**src/rtl/midi_tx_arbiter.sv**
```systemverilog
// midi_tx_arbiter: merges two MIDI byte streams (A = notes, B = volume) onto
// a single UART transmitter. Each source has its own byte FIFO, and whole
// 3-byte messages are sent atomically. The sources alternate round-robin
// from one message to the next.
// Optional build macro MIDI_RUNNING_STATUS_EN: a status byte that repeats
// the last transmitted status is suppressed, so that message is sent as
// 2 bytes.
module midi_tx_arbiter #(
  parameter int DEPTH   = 8,
  parameter int MSG_LEN = 3
) (
  input  logic       clk,
  input  logic       rst,
  input  logic [7:0] a_byte,
  input  logic       a_send,
  output logic       a_ready,
  output logic       a_ovf,
  input  logic [7:0] b_byte,
  input  logic       b_send,
  output logic       b_ready,
  output logic       b_ovf,
  output logic [7:0] tx_data,
  output logic       tx_start,
  input  logic       tx_busy
);

  localparam int AW = $clog2(DEPTH);
  localparam int CW = $clog2(DEPTH + 1);
  localparam logic [CW-1:0] FULL_CNT = CW'(DEPTH);
  localparam logic [CW-1:0] MSG_CNT  = CW'(MSG_LEN);
  localparam logic [1:0]    MSG_LAST = 2'(MSG_LEN);

  typedef enum logic [2:0] {
    S_IDLE,
    S_CHECK,
    S_ISSUE,
    S_HOLD,
    S_WAIT
  } state_t;

  state_t state_q, state_d;

  // Index 0 is source A and index 1 is source B throughout.
  logic [1:0][7:0] src_byte;
  logic [1:0][7:0] src_head;
  logic [1:0]      src_send;
  logic [1:0]      src_pop;
  logic [1:0]      src_elig;
  logic [1:0]      src_ready;
  logic [1:0]      src_ovf;

  assign src_byte = {b_byte, a_byte};
  assign src_send = {b_send, a_send};
  assign a_ready  = src_ready[0];
  assign b_ready  = src_ready[1];
  assign a_ovf    = src_ovf[0];
  assign b_ovf    = src_ovf[1];

  genvar gi;
  generate
    for (gi = 0; gi < 2; gi++) begin : g_fifo
      logic [7:0]    mem_q [DEPTH];
      logic [AW-1:0] wr_ptr_q;
      logic [AW-1:0] rd_ptr_q;
      logic [CW-1:0] cnt_q;
      logic          ovf_q;
      logic          push;

      // A byte that arrives while the FIFO is full is dropped. It is never written.
      assign push = src_send[gi] && (cnt_q != FULL_CNT);

      // Byte storage. The pointers wrap naturally because DEPTH is a power of two.
      always_ff @(posedge clk) begin
        if (push) mem_q[wr_ptr_q] <= src_byte[gi];
      end

      // Pointer, occupancy and overflow-pulse bookkeeping
      always_ff @(posedge clk or negedge rst) begin
        if (!rst) begin
          wr_ptr_q <= '0;
          rd_ptr_q <= '0;
          cnt_q    <= '0;
          ovf_q    <= 1'b0;
        end else begin
          if (push)        wr_ptr_q <= wr_ptr_q + 1'b1;
          if (src_pop[gi]) rd_ptr_q <= rd_ptr_q + 1'b1;
          if (push && !src_pop[gi])      cnt_q <= cnt_q + 1'b1;
          else if (!push && src_pop[gi]) cnt_q <= cnt_q - 1'b1;
          ovf_q <= src_send[gi] && (cnt_q == FULL_CNT);
        end
      end

      assign src_head[gi]  = mem_q[rd_ptr_q];
      assign src_elig[gi]  = (cnt_q >= MSG_CNT);
      assign src_ready[gi] = (cnt_q != FULL_CNT);
      assign src_ovf[gi]   = ovf_q;
    end
  endgenerate

  logic       grant_q;
  logic       rr_ptr_q;
  logic       grant_sel;
  logic [1:0] byte_cnt_q;
  logic [7:0] tx_data_q;
  logic       tx_start_q;
  logic [7:0] cur_head;
  logic       skip_status;
  logic       issue_fire;
  logic       msg_done;

  assign cur_head = src_head[grant_q];
  assign tx_data  = tx_data_q;
  assign tx_start = tx_start_q;

  // If both sources are eligible, the round-robin pointer decides. Otherwise the one eligible source wins.
  assign grant_sel = (src_elig[0] && src_elig[1]) ? rr_ptr_q : !src_elig[0];

`ifdef MIDI_RUNNING_STATUS_EN
  logic [7:0] last_status_q;
  logic       last_valid_q;

  assign skip_status = last_valid_q && (cur_head == last_status_q);

  // Remember the most recent status byte that actually went to the UART
  always_ff @(posedge clk or negedge rst) begin
    if (!rst) begin
      last_status_q <= 8'h00;
      last_valid_q  <= 1'b0;
    end else if (issue_fire && cur_head[7]) begin
      last_status_q <= cur_head;
      last_valid_q  <= 1'b1;
    end
  end
`else
  assign skip_status = 1'b0;
`endif

  // State register
  always_ff @(posedge clk or negedge rst) begin
    if (!rst) state_q <= S_IDLE;
    else      state_q <= state_d;
  end

  // Next-state logic for message sequencing
  always_comb begin
    state_d = state_q;
    case (state_q)
      S_IDLE:  if (|src_elig) state_d = S_CHECK;
      S_CHECK: state_d = cur_head[7] ? S_ISSUE : S_IDLE;
      S_ISSUE: if (!tx_busy) state_d = S_HOLD;
      S_HOLD:  state_d = S_WAIT;
      S_WAIT:  if (!tx_busy) state_d = (byte_cnt_q < MSG_LAST) ? S_ISSUE : S_IDLE;
      default: state_d = S_IDLE;
    endcase
  end

  // Per-state strobes: FIFO pops, byte issue and end of message
  always_comb begin
    src_pop    = '0;
    issue_fire = 1'b0;
    msg_done   = 1'b0;
    case (state_q)
      // An orphan data byte is dropped to resynchronise. A repeated status byte is dropped under running status.
      S_CHECK: if (!cur_head[7] || skip_status) src_pop[grant_q] = 1'b1;
      S_ISSUE: if (!tx_busy) begin
        issue_fire       = 1'b1;
        src_pop[grant_q] = 1'b1;
      end
      S_WAIT:  if (!tx_busy && (byte_cnt_q >= MSG_LAST)) msg_done = 1'b1;
      default: ;
    endcase
  end

  // Grant, round-robin pointer, byte counter and UART-facing registers
  always_ff @(posedge clk or negedge rst) begin
    if (!rst) begin
      grant_q    <= 1'b0;
      rr_ptr_q   <= 1'b0;
      byte_cnt_q <= 2'd0;
      tx_data_q  <= 8'h00;
      tx_start_q <= 1'b0;
    end else begin
      tx_start_q <= issue_fire;
      if (state_q == S_IDLE && |src_elig) grant_q <= grant_sel;
      if (state_q == S_CHECK && cur_head[7]) byte_cnt_q <= skip_status ? 2'd1 : 2'd0;
      if (issue_fire) begin
        tx_data_q  <= cur_head;
        byte_cnt_q <= byte_cnt_q + 2'd1;
      end
      if (msg_done) rr_ptr_q <= ~grant_q;
    end
  end

endmodule

```
**config.mk**
```make
export PLATFORM = sky130hd
export DESIGN_NAME = midi_tx_arbiter
export DESIGN_NICKNAME = d
export VERILOG_FILES = /design/src/rtl/midi_tx_arbiter.sv
export SDC_FILE = /design/constraint.sdc
export NUM_CORES = 1
export LEC_CHECK = 0
export ABC_AREA = 1
export CAP_MARGIN = 5
export CORE_MARGIN = 2
export CORE_UTILIZATION = 52
export CTS_CLUSTER_DIAMETER = 50
export CTS_CLUSTER_SIZE = 20
export DETAILED_ROUTE_END_ITERATION = 7
export PLACE_DENSITY = 0.7
export SYNTH_ARGS = -nofsm -noshare
export SYNTH_HDL_FRONTEND = slang
export SYNTH_SLANG_ARGS = --single-unit
```
**constraint.sdc**
```tcl
create_clock -name clk -period 3.79 [get_ports clk]
set_clock_uncertainty 0.15 [all_clocks]
set_input_delay 0.758 -clock clk [delete_from_list [all_inputs] [get_ports clk]]
set_output_delay 0.758 -clock clk [all_outputs]
set_load 0.02 [all_outputs]
```
Word level (Yosys, flattened, before mapping)
Memories as Yosys holds them, arrays and structs flattened.
Index checks and enable logic that the tools add are counted.

storage, ports and cells
  register bits after elaboration = 38
  bits in latches = 0
  memory bits (writable) = 128
  ROM bits = 0
  bits of input ports = 21
  output and inout bits = 13
  word-level logic and storage cells = 96
  memories = 2

memory list
  memory           words  width  read ports  clocked after Yosys merged registers in  write ports  RTL line  text
  g_fifo[0].mem_q  8      8      1           0                                        1            62        logic [7:0] mem_q [DEPTH];
  g_fifo[1].mem_q  8      8      1           0                                        1            62

operators by class
  $add $sub $neg = 9
  multiply operators = 0
  div/mod/pow operators = 0
  magnitude comparators = 6
  equal/unequal tests = 11
  shift operators = 0
  muxes and demuxes = 28
  bitwise gates (word level) = 1
  reduce and logical (&&, ||, !) cells = 25

operator list
  cell                                                 count
  2-to-1 mux 4 bit                                     4
  2-to-1 mux 8 bit                                     2
  case mux 3 bit (5 select lines)                      1
  logical AND 1 bit                                    13
  adder 3 x 1 -> 3 bit, second input constant          4
  2-to-1 mux 2 bit                                     6
  2-to-1 mux 1 bit                                     10
  2-to-1 mux 3 bit                                     3
  adder 4 x 1 -> 4 bit, second input constant          2
  == test 4 bit, second input constant                 2
  >= comparator 4 x 2 -> 1 bit, second input constant  2
  inequality test 4 bit, second input constant         2
  subtractor 4 x 1 -> 4 bit, second input constant     2
  == test 3 x 2 -> 1 bit, second input constant        2
  zero test 1 bit                                      6
  nonzero test 2 bit                                   3
  inequality test 2 bit, second input constant         2
  case mux 2 bit (2 select lines)                      1
  == test 3 x 1 -> 1 bit, second input constant        1
  == test 3 bit, second input constant                 1
  zero test 3 bit                                      1
  AND reduction 3 bit                                  1
  adder 2 x 1 -> 2 bit, second input constant          1
  >= comparator 2 bit, second input constant           1
  7 further kinds                                      7

Logic depth before layout (Yosys ltp)
Gate-level depths: netlist of the first run.

  depth after elaboration = 9
  gate-level depth with buffers = 19
  gate-level depth less buffers = 18

Worst setup path before layout of the first run
No wires, ideal clock.

  path type = reg-to-reg
  start = register g_fifo[1].rd_ptr_q[0]
  end = register g_fifo[0].cnt_q[3]
  setup time = 0.125 ns
  arrival time = 2.244 ns
  data required time = 3.515 ns
  path slack = 1.271 ns
  stages on the path, launching flop included = 19
  path buffers = 1
  period minus slack after synthesis = 2.519 ns
  path through = dfrtp_1 buf_6 nor2_1 nor2_1 o21ai_0 nand3_1 nand3_2 nand3_1 nand2_2 nand2_1 ha_1 inv_1 ha_1 a21o_1 a21oi_1 nand2_1 nand2_1 nor2_1 xor2_1

on the way
  cells in the longest elaborated chain, start to end = 8
  elaborated cells on any way between the ends = 10
  classes of those cells = 5 x mux; 4 x reduce/logical; 1 x memory

ends and longest elaborated chain
  item                                                     RTL line  text
  from (decl)                                              64        logic [AW-1:0] rd_ptr_q;
  from (signal assigned)                                   86        if (src_pop[gi]) rd_ptr_q <= rd_ptr_q + 1'b1;
  memory read (8 x 8 bit) (*)                              --
  2-to-1 mux 8 bit (implied by the code) (*) (2 in a row)  111       assign cur_head = src_head[grant_q];
  2-to-1 mux 2 bit (*)                                     164       S_CHECK: if (!cur_head[7] || skip_status) src_pop[grant_q] = 1'b1;
  case mux 2 bit (2 select lines) (*)                      162       case (state_q)
  zero test 1 bit                                          87        if (push && !src_pop[gi]) cnt_q <= cnt_q + 1'b1;
  logical AND 1 bit                                        87
  2-to-1 mux 4 bit or nonzero test 2 bit (tied branches)   --
  to (signal assigned)                                     87
  to (signal assigned)                                     88        else if (!push && src_pop[gi]) cnt_q <= cnt_q - 1'b1;
  to (decl)                                                65        logic [CW-1:0] cnt_q;

Every way passes the cells marked *; elsewhere a longest branch is shown, timed or not. The select of a mux whose other input is x is not followed.
A chain may end at the register's enable or synchronous reset.

Final worst setup path of the first run
  start = register g_fifo[1].rd_ptr_q[2]
  end = register g_fifo[0].cnt_q[3]

The elaborated chain is that of the path after synthesis.

==> impl_metrics.py, run 1 <==
metrics = {
    "outcome": {
        "status": "finished, final reports clean",
    },
    "power_and_ir_drop": {
        "power_mw": 6.64,
        "power_density_nw_per_um2": 797,
        "power.leakage_nw": 3.19,
        "ir_drop_mv": 0.395,
    },
    "synth": {
        "synth_top_area_cell": "edfxtp_1",
        "syn_area_um2": 7230,
        "postSynthCellCount": 627,
        "synth_edf_count": 128,
        "synthFlopType": "edfxtp_1",
        "synth_warnings": 0,
        "avgSynthCellArea_um2": 11.5,
        "yosysSeqAreaShare_pct": 66.3,
        "synth_common_cells": "edfxtp_1 (128), nor2_1 (111), nand2_1 (84)",
        "yosys.cell_types.count": 39,
        "ys_async_sr_fraction_pct": 22.9,
        "synth_top_area_share_pct": 53.1,
        "ys_seq_elements": 166,
        "yosys-top-cells-area": "edfxtp_1 (53%), dfrtp_1 (13%), nor2_1 (5.8%), nand2_1 (4.4%), o21ai_0 (4.0%)",
        "synth.most_common_cell": "edfxtp_1",
        "syn_nets": 661,
    },
    "sta": {
        "setup_tns_ns": 0,
        "period_share_pct": 85.3,
        "finalMaxSlewViolations": 0,
        "timing.hold.ws_ns": 0.295,
        "period_minus_slack_ns": 3.23,
        "rsz0062_at_grt": "false",
        "slew-limit-headroom_pct": 41.5,
        "worst_slew_pin_slew_ns": 0.877,
        "setup_viol_count_final": 0,
        "hold_violations": 0,
        "fmax_mhz": 309,
    },
    "clocking": {
        "clk_path_buf_depth": 2,
        "htreeDepth": 4,
        "post_cts_resized": 0,
        "cts_tree": "yes",
        "cts_made_buffers": 17,
        "clock-sinks": 166,
        "postCtsSetupRepairBufs": 0,
        "postCtsHoldBufs": 0,
        "worstSkewPairLatency_ns": 0.43,
        "clk_pin_slew_ns": 0.06,
        "cts_root_buf": "clkbuf_16",
    },
    "setup_path": {
        "path_class": "reg2reg",
        "crit_fanout": 11,
        "cp.required_ns": 3.95,
        "regToRegStartpoint": "g_fifo[1].rd_ptr_q[2]",
        "rr_worst_depth": 15,
        "crit_arrival_ns": 3.40,
        "reg2reg_slack_ns": 0.56,
        "start_kind": "register",
        "crit_path_end_kind": "register",
        "r2r-end": "g_fifo[0].cnt_q[3]",
    },
    "run": {
        "max_cap_viol_count": 0,
    },
    "place": {
        "gp_congestion": 0.854,
        "numPortBuffers": 33,
        "dp_hpwl_um": 9070,
        "dp.cells": 829,
    },
    "detailed_routing": {
        "drc": 0,
        "antenna_left": 0,
        "firstDrtPassIters": 5,
        "viasPerCell": 5.47,
        "drt-initial-drc-count": 408,
        "route.vias.total": 4707,
        "routed_wl_um": 13900,
        "drt-wirelength-per-cell_um": 16.2,
    },
    "cells_and_area": {
        "stdcell_count": 861,
        "syn_to_final_growth_pct": 15.3,
        "n_antenna_cell": 0,
        "nFillCells": 1044,
        "utilization_pct": 60.8,
        "drive_above_1_share_pct": 11.3,
        "fin_nets": 702,
        "multi_input_area_um2": 2070,
        "seq_area_um2": 4790,
    },
    "floorplanning": {
        "placementRows": 43,
        "core_um2": 13700,
        "ios": 34,
        "dieArea_um2": 14900,
        "die_y_um": 122,
        "start_util_pct": 52.7,
        "die_w_um": 122,
    },
    "global_route": {
        "grt_max_degree": 39,
        "grt.overflow.total": 0,
        "grt_pass1_wl_um": 23000,
        "grt_pass1_vias": 4659,
        "grt_use_total_pct": 20.6,
        "antenna_found_initial": 0,
    },
    "worst_hold_path": {
        "hp-class": "in2async",
    },
}
-- power by group --
group          switching (mW)  internal (mW)  total (mW)
clock                   0.711           1.17        1.88
combinational            1.37          0.776        2.15
sequential              0.245           2.37        2.61
-- metrics by stage --
| step | area (µm²) | worst slack, ns |
|---|---|---|
| finish | 8340 | 0.556 |
| global route | 8340 | 0.310 |
| CTS | 8340 | 0.567 |
| detailed placement | 7690 | 0.392 |
| global placement | 7690 | 0.471 |
| floorplan | 7230 | 1.27 |
-- metal layers --
| metal | up-vias | wire, µm | track usage (%) | share of wire, % |
|---|---|---|---|---|
| met1 | 2295 | 6260 | 28.3 | 45 |
| met3 | 21 | 722 | 4.21 | 5.2 |
| met5 | - | 0 | 0 | 0 |
| met4 | 0 | 212 | 9.12 | 1.5 |
| met2 | 131 | 6740 | 32.0 | 48 |
| li1 | 2260 | - | - | - |
-- cell type report --
type                    instances  share of cell area, %
well taps                     180                   2.70
multi-input cells             392                   24.8
clock inverters                15                   2.72
inverters                      44                   2.07
flip-flops and latches        166                   57.5
repair buffers                 47                   5.16
clock buffers                  17                   5.10
-- logic make-up after synthesis --
family / share of synthesized area [%]
DFF: 66.3
xor gates and xnor gates: 1.33
and+or+nand+nor: 15.0
adders and majority gates: 2.46
AOI/OAI and AO/OA: 9.72
buffers and inverters: 5.15
-- critical path, stage by stage (launching register included) --
cell and delay [ns]:
dfrtp_1 0.68, clkinv_1 0.46, nand3_1 0.23, nand3_2 0.12
nand3_1 0.10, nand2_2 0.09, nand2_1 0.08, ha_1 0.19
inv_1 0.09, ha_1 0.28, a21o_1 0.18, a21oi_1 0.17
nand2_1 0.07, nand2_1 0.06, nor2_1 0.04, xor2_1 0.13
-- cells in the final DEF, fill, tap and decap left out, types with 3 or more instances in the layout --
master,n
clkdlybuf4s50_1,32
buf_4,14
o21ai_0,58
inv_1,37
clkinvlp_4,3
inv_6,4
dfrtp_1,38
inv_2,3
nand2_1,84
nor2_2,6
o21ai_2,4
nand3_1,43
o211ai_2,6
o21ai_1,5
clkbuf_16,17
nor2_1,111
edfxtp_1,128
bufinv_16,5
ha_1,11
o211ai_1,22
a21oi_1,5
xnor2_1,4
xor2_1,7
o21a_1,8
-- worst max-delay path by stage --
stage / cells past startpoint / from / to / slack, ns
3_3_place_gp: 14 / tx_busy / g_fifo[0].cnt_q[3] / 0.47
3_5_place_dp: 14 / tx_busy / g_fifo[0].cnt_q[3] / 0.39
4_1_cts: 15 / g_fifo[1].rd_ptr_q[2] / g_fifo[0].cnt_q[3] / 0.57
5_1_grt: 14 / g_fifo[1].rd_ptr_q[2] / g_fifo[0].cnt_q[3] / 0.31
2_1_floorplan: 18 / g_fifo[1].rd_ptr_q[0] / g_fifo[0].cnt_q[3] / 1.27
6_report: 15 / g_fifo[1].rd_ptr_q[2] / g_fifo[0].cnt_q[3] / 0.56
-- flip-flops by register name (all words and copies together) (netlist names) --
register / flops
g_fifo.rd_ptr_q: 6
b_ovf: 1
tx_data: 8
byte_cnt_q: 2
g_fifo.mem_q: 128
rr_ptr_q: 1
a_ovf: 1
g_fifo.wr_ptr_q: 6
g_fifo.cnt_q: 8
tx_start: 1
state_q: 3
grant_q: 1
Power figures use the tool's default switching activity.
==> inputs of run 2 (changes only) <==
--- a/config.mk
+++ b/config.mk
@@ -7,8 +7,9 @@
 export LEC_CHECK = 0
 export ABC_AREA = 1
 export CAP_MARGIN = 5
-export CORE_MARGIN = 2
+export CORE_MARGIN = 3
 export CORE_UTILIZATION = 52
+export CTS_BUF_LIST = sky130_fd_sc_hd__clkbuf_4 sky130_fd_sc_hd__clkbuf_8
 export CTS_CLUSTER_DIAMETER = 50
 export CTS_CLUSTER_SIZE = 20
 export DETAILED_ROUTE_END_ITERATION = 7
==> impl_metrics.py, run 2 (synthesis results as in run 1) <==
metrics = {
    "power_and_ir_drop": {
        "ir_drop_mv": 0.405,
        "p_clk_share_pct": 24.5,
        "internal-power_mw": 4.06,
        "power_mw": 6.30,
        "seq_power_share_pct": 41.8,
        "power_density_nw_per_um2": 771,
        "p_switching_mw": 2.25,
        "p_comb_share_pct": 33.7,
        "power.leakage_nw": 3.11,
        "p_sw_share_pct": 35.6,
    },
    "floorplanning": {
        "start_util_pct": 54.0,
        "core_um2": 13400,
        "die_y_um": 124,
        "ios": 34,
        "die_w_um": 124,
        "dieArea_um2": 15400,
        "placementRows": 42,
    },
    "sta": {
        "period_minus_slack_ns": 3.22,
        "slew-limit-headroom_pct": 40.9,
        "period_share_pct": 85.0,
        "setup_viol_count_final": 0,
        "rsz0062_at_grt": "false",
        "finalMaxSlewViolations": 0,
        "setup_tns_ns": 0,
        "fmax_mhz": 311,
        "hold_violations": 0,
        "worst_slew_pin_slew_ns": 0.884,
    },
    "cells_and_area": {
        "syn_to_final_growth_pct": 13.0,
        "largest_reg_flops": 128,
        "layout.cells.most_common": "edfxtp_1",
        "multi_input_area_um2": 2070,
        "mostFrequentLayoutCells": "edfxtp_1 (128), nor2_1 (111), nand2_1 (84), o21ai_0 (58), nand3_1 (43)",
        "drive_above_1_share_pct": 11.0,
        "fin_nets": 701,
        "nFillCells": 1045,
        "seq_area_um2": 4790,
        "regMostFlops": "g_fifo.mem_q",
        "n_antenna_cell": 0,
    },
    "clocking": {
        "clock-sinks": 166,
        "worstSkewPairLatency_ns": 0.45,
        "postCtsHoldBufs": 0,
        "cts_made_buffers": 17,
        "clk_path_buf_depth": 2,
        "cts_tree": "yes",
        "clk_pin_slew_ns": 0.08,
        "post_cts_resized": 0,
        "postCtsSetupRepairBufs": 0,
        "htreeDepth": 4,
        "cts_root_buf": "clkbuf_8",
    },
    "setup_path": {
        "reg2reg_slack_ns": 0.57,
        "cp.required_ns": 4.02,
        "crit_fanout": 32,
        "cp_top_family": "simple AND/OR/NAND/NOR gates",
        "crit_start": "g_fifo[1].rd_ptr_q[0]",
        "crit_path_top_delay_cell": "dfrtp_1",
        "cp.depth": 15,
        "path_buf_inv": 2,
        "crit_path_end_kind": "register",
        "crit_arrival_ns": 3.45,
        "slowest_delay_ns": 0.67,
        "path_class": "reg2reg",
        "rr_worst_depth": 15,
        "crit_chain": "inv_6 > o21ai_0 > nand3_1 > nand3_2 > nand3_1 > nand2_2 > nand2_1 > ha_1 > inv_1 > ha_1 > a21o_1 > a21oi_1 > nor2_1 > nor2_1 > xor2_1",
        "r2r-end": "g_fifo[0].cnt_q[3]",
        "crit_end": "g_fifo[0].cnt_q[3]",
        "regToRegStartpoint": "g_fifo[1].rd_ptr_q[0]",
        "start_kind": "register",
    },
    "detailed_routing": {
        "wl_met2_um": 6990,
        "routed_wl_um": 14400,
        "drt-met1-wl_um": 6420,
        "drt-wirelength-per-cell_um": 16.8,
        "routed-wl-met3_um": 762,
        "route.vias.total": 4709,
        "firstDrtPassIters": 5,
        "viasPerCell": 5.50,
        "drc": 0,
        "antenna_left": 0,
        "route.top_layer_used": "met4",
        "drt-initial-drc-count": 576,
    },
    "global_route": {
        "antenna_found_initial": 0,
        "grt.overflow.total": 0,
        "grt_pass1_wl_um": 23200,
        "grt_max_degree": 39,
        "grt_use_total_pct": 20.0,
        "grt_pass1_vias": 4701,
    },
    "place": {
        "dp_hpwl_um": 9410,
        "numPortBuffers": 33,
        "gp_congestion": 0.831,
    },
    "worst_hold_path": {
        "hp-class": "in2async",
    },
    "outcome": {
        "status": "finished, final reports clean",
    },
    "run": {
        "max_cap_viol_count": 0,
    },
}
run 2: how the worst min path moves through the flow:
| stage | endpoint | cells after the start | start |
|---|---|---|---|
| finish | g_fifo[0].wr_ptr_q[0] | 1 | rst |
| global route | state_q[1] | 1 | rst |
| CTS | g_fifo[0].wr_ptr_q[0] | 1 | rst |
| detailed placement | g_fifo[1].cnt_q[3] | 1 | g_fifo[1].cnt_q[3] |
| global placement | g_fifo[1].cnt_q[3] | 1 | g_fifo[1].cnt_q[3] |
| floorplan | g_fifo[0].cnt_q[3] | 1 | g_fifo[0].cnt_q[3] |
run 2: stage by stage:
stage	hold WS, ns	util, %	setup WS, ns	cell area (µm²)	std cells
3_5_place_dp	0.311	57.3	0.334	7680	824
4_1_cts	0.272	61.0	0.524	8170	856
3_3_place_gp	0.309	57.3	0.472	7680	824
2_1_floorplan	0.292	-	1.27	7230	627
5_1_grt	0.309	61.0	0.204	8170	856
6_report	0.273	61.0	0.570	8170	856
run 2: layout make-up:
class                      instances  area share (%)
clock inverter                    14            3.12
inverter                          44            2.11
clock buffer                      18            2.95
tap                              176            2.69
multi-input combinational        392            25.3
sequential                       166            58.7
timing repair buffer              46            5.17
run 2: metal layers:
| layer | global-route usage, % | up-vias |
|---|---|---|
| met4 | 7.32 | 0 |
| met5 | 0 | - |
| met1 | 26.9 | 2281 |
| li1 | - | 2256 |
| met2 | 32.1 | 155 |
| met3 | 4.95 | 17 |
run 2: power by group through the flow:
stage	clock [mW]	sequential (mW)	combinational, mW
final	1.54	2.64	2.12
after detailed placement	0	2.67	2.12
after CTS	1.57	2.63	2.14
after global placement	0	2.65	2.03
after floorplan	0	2.62	1.60
after global routing	1.64	2.68	2.39
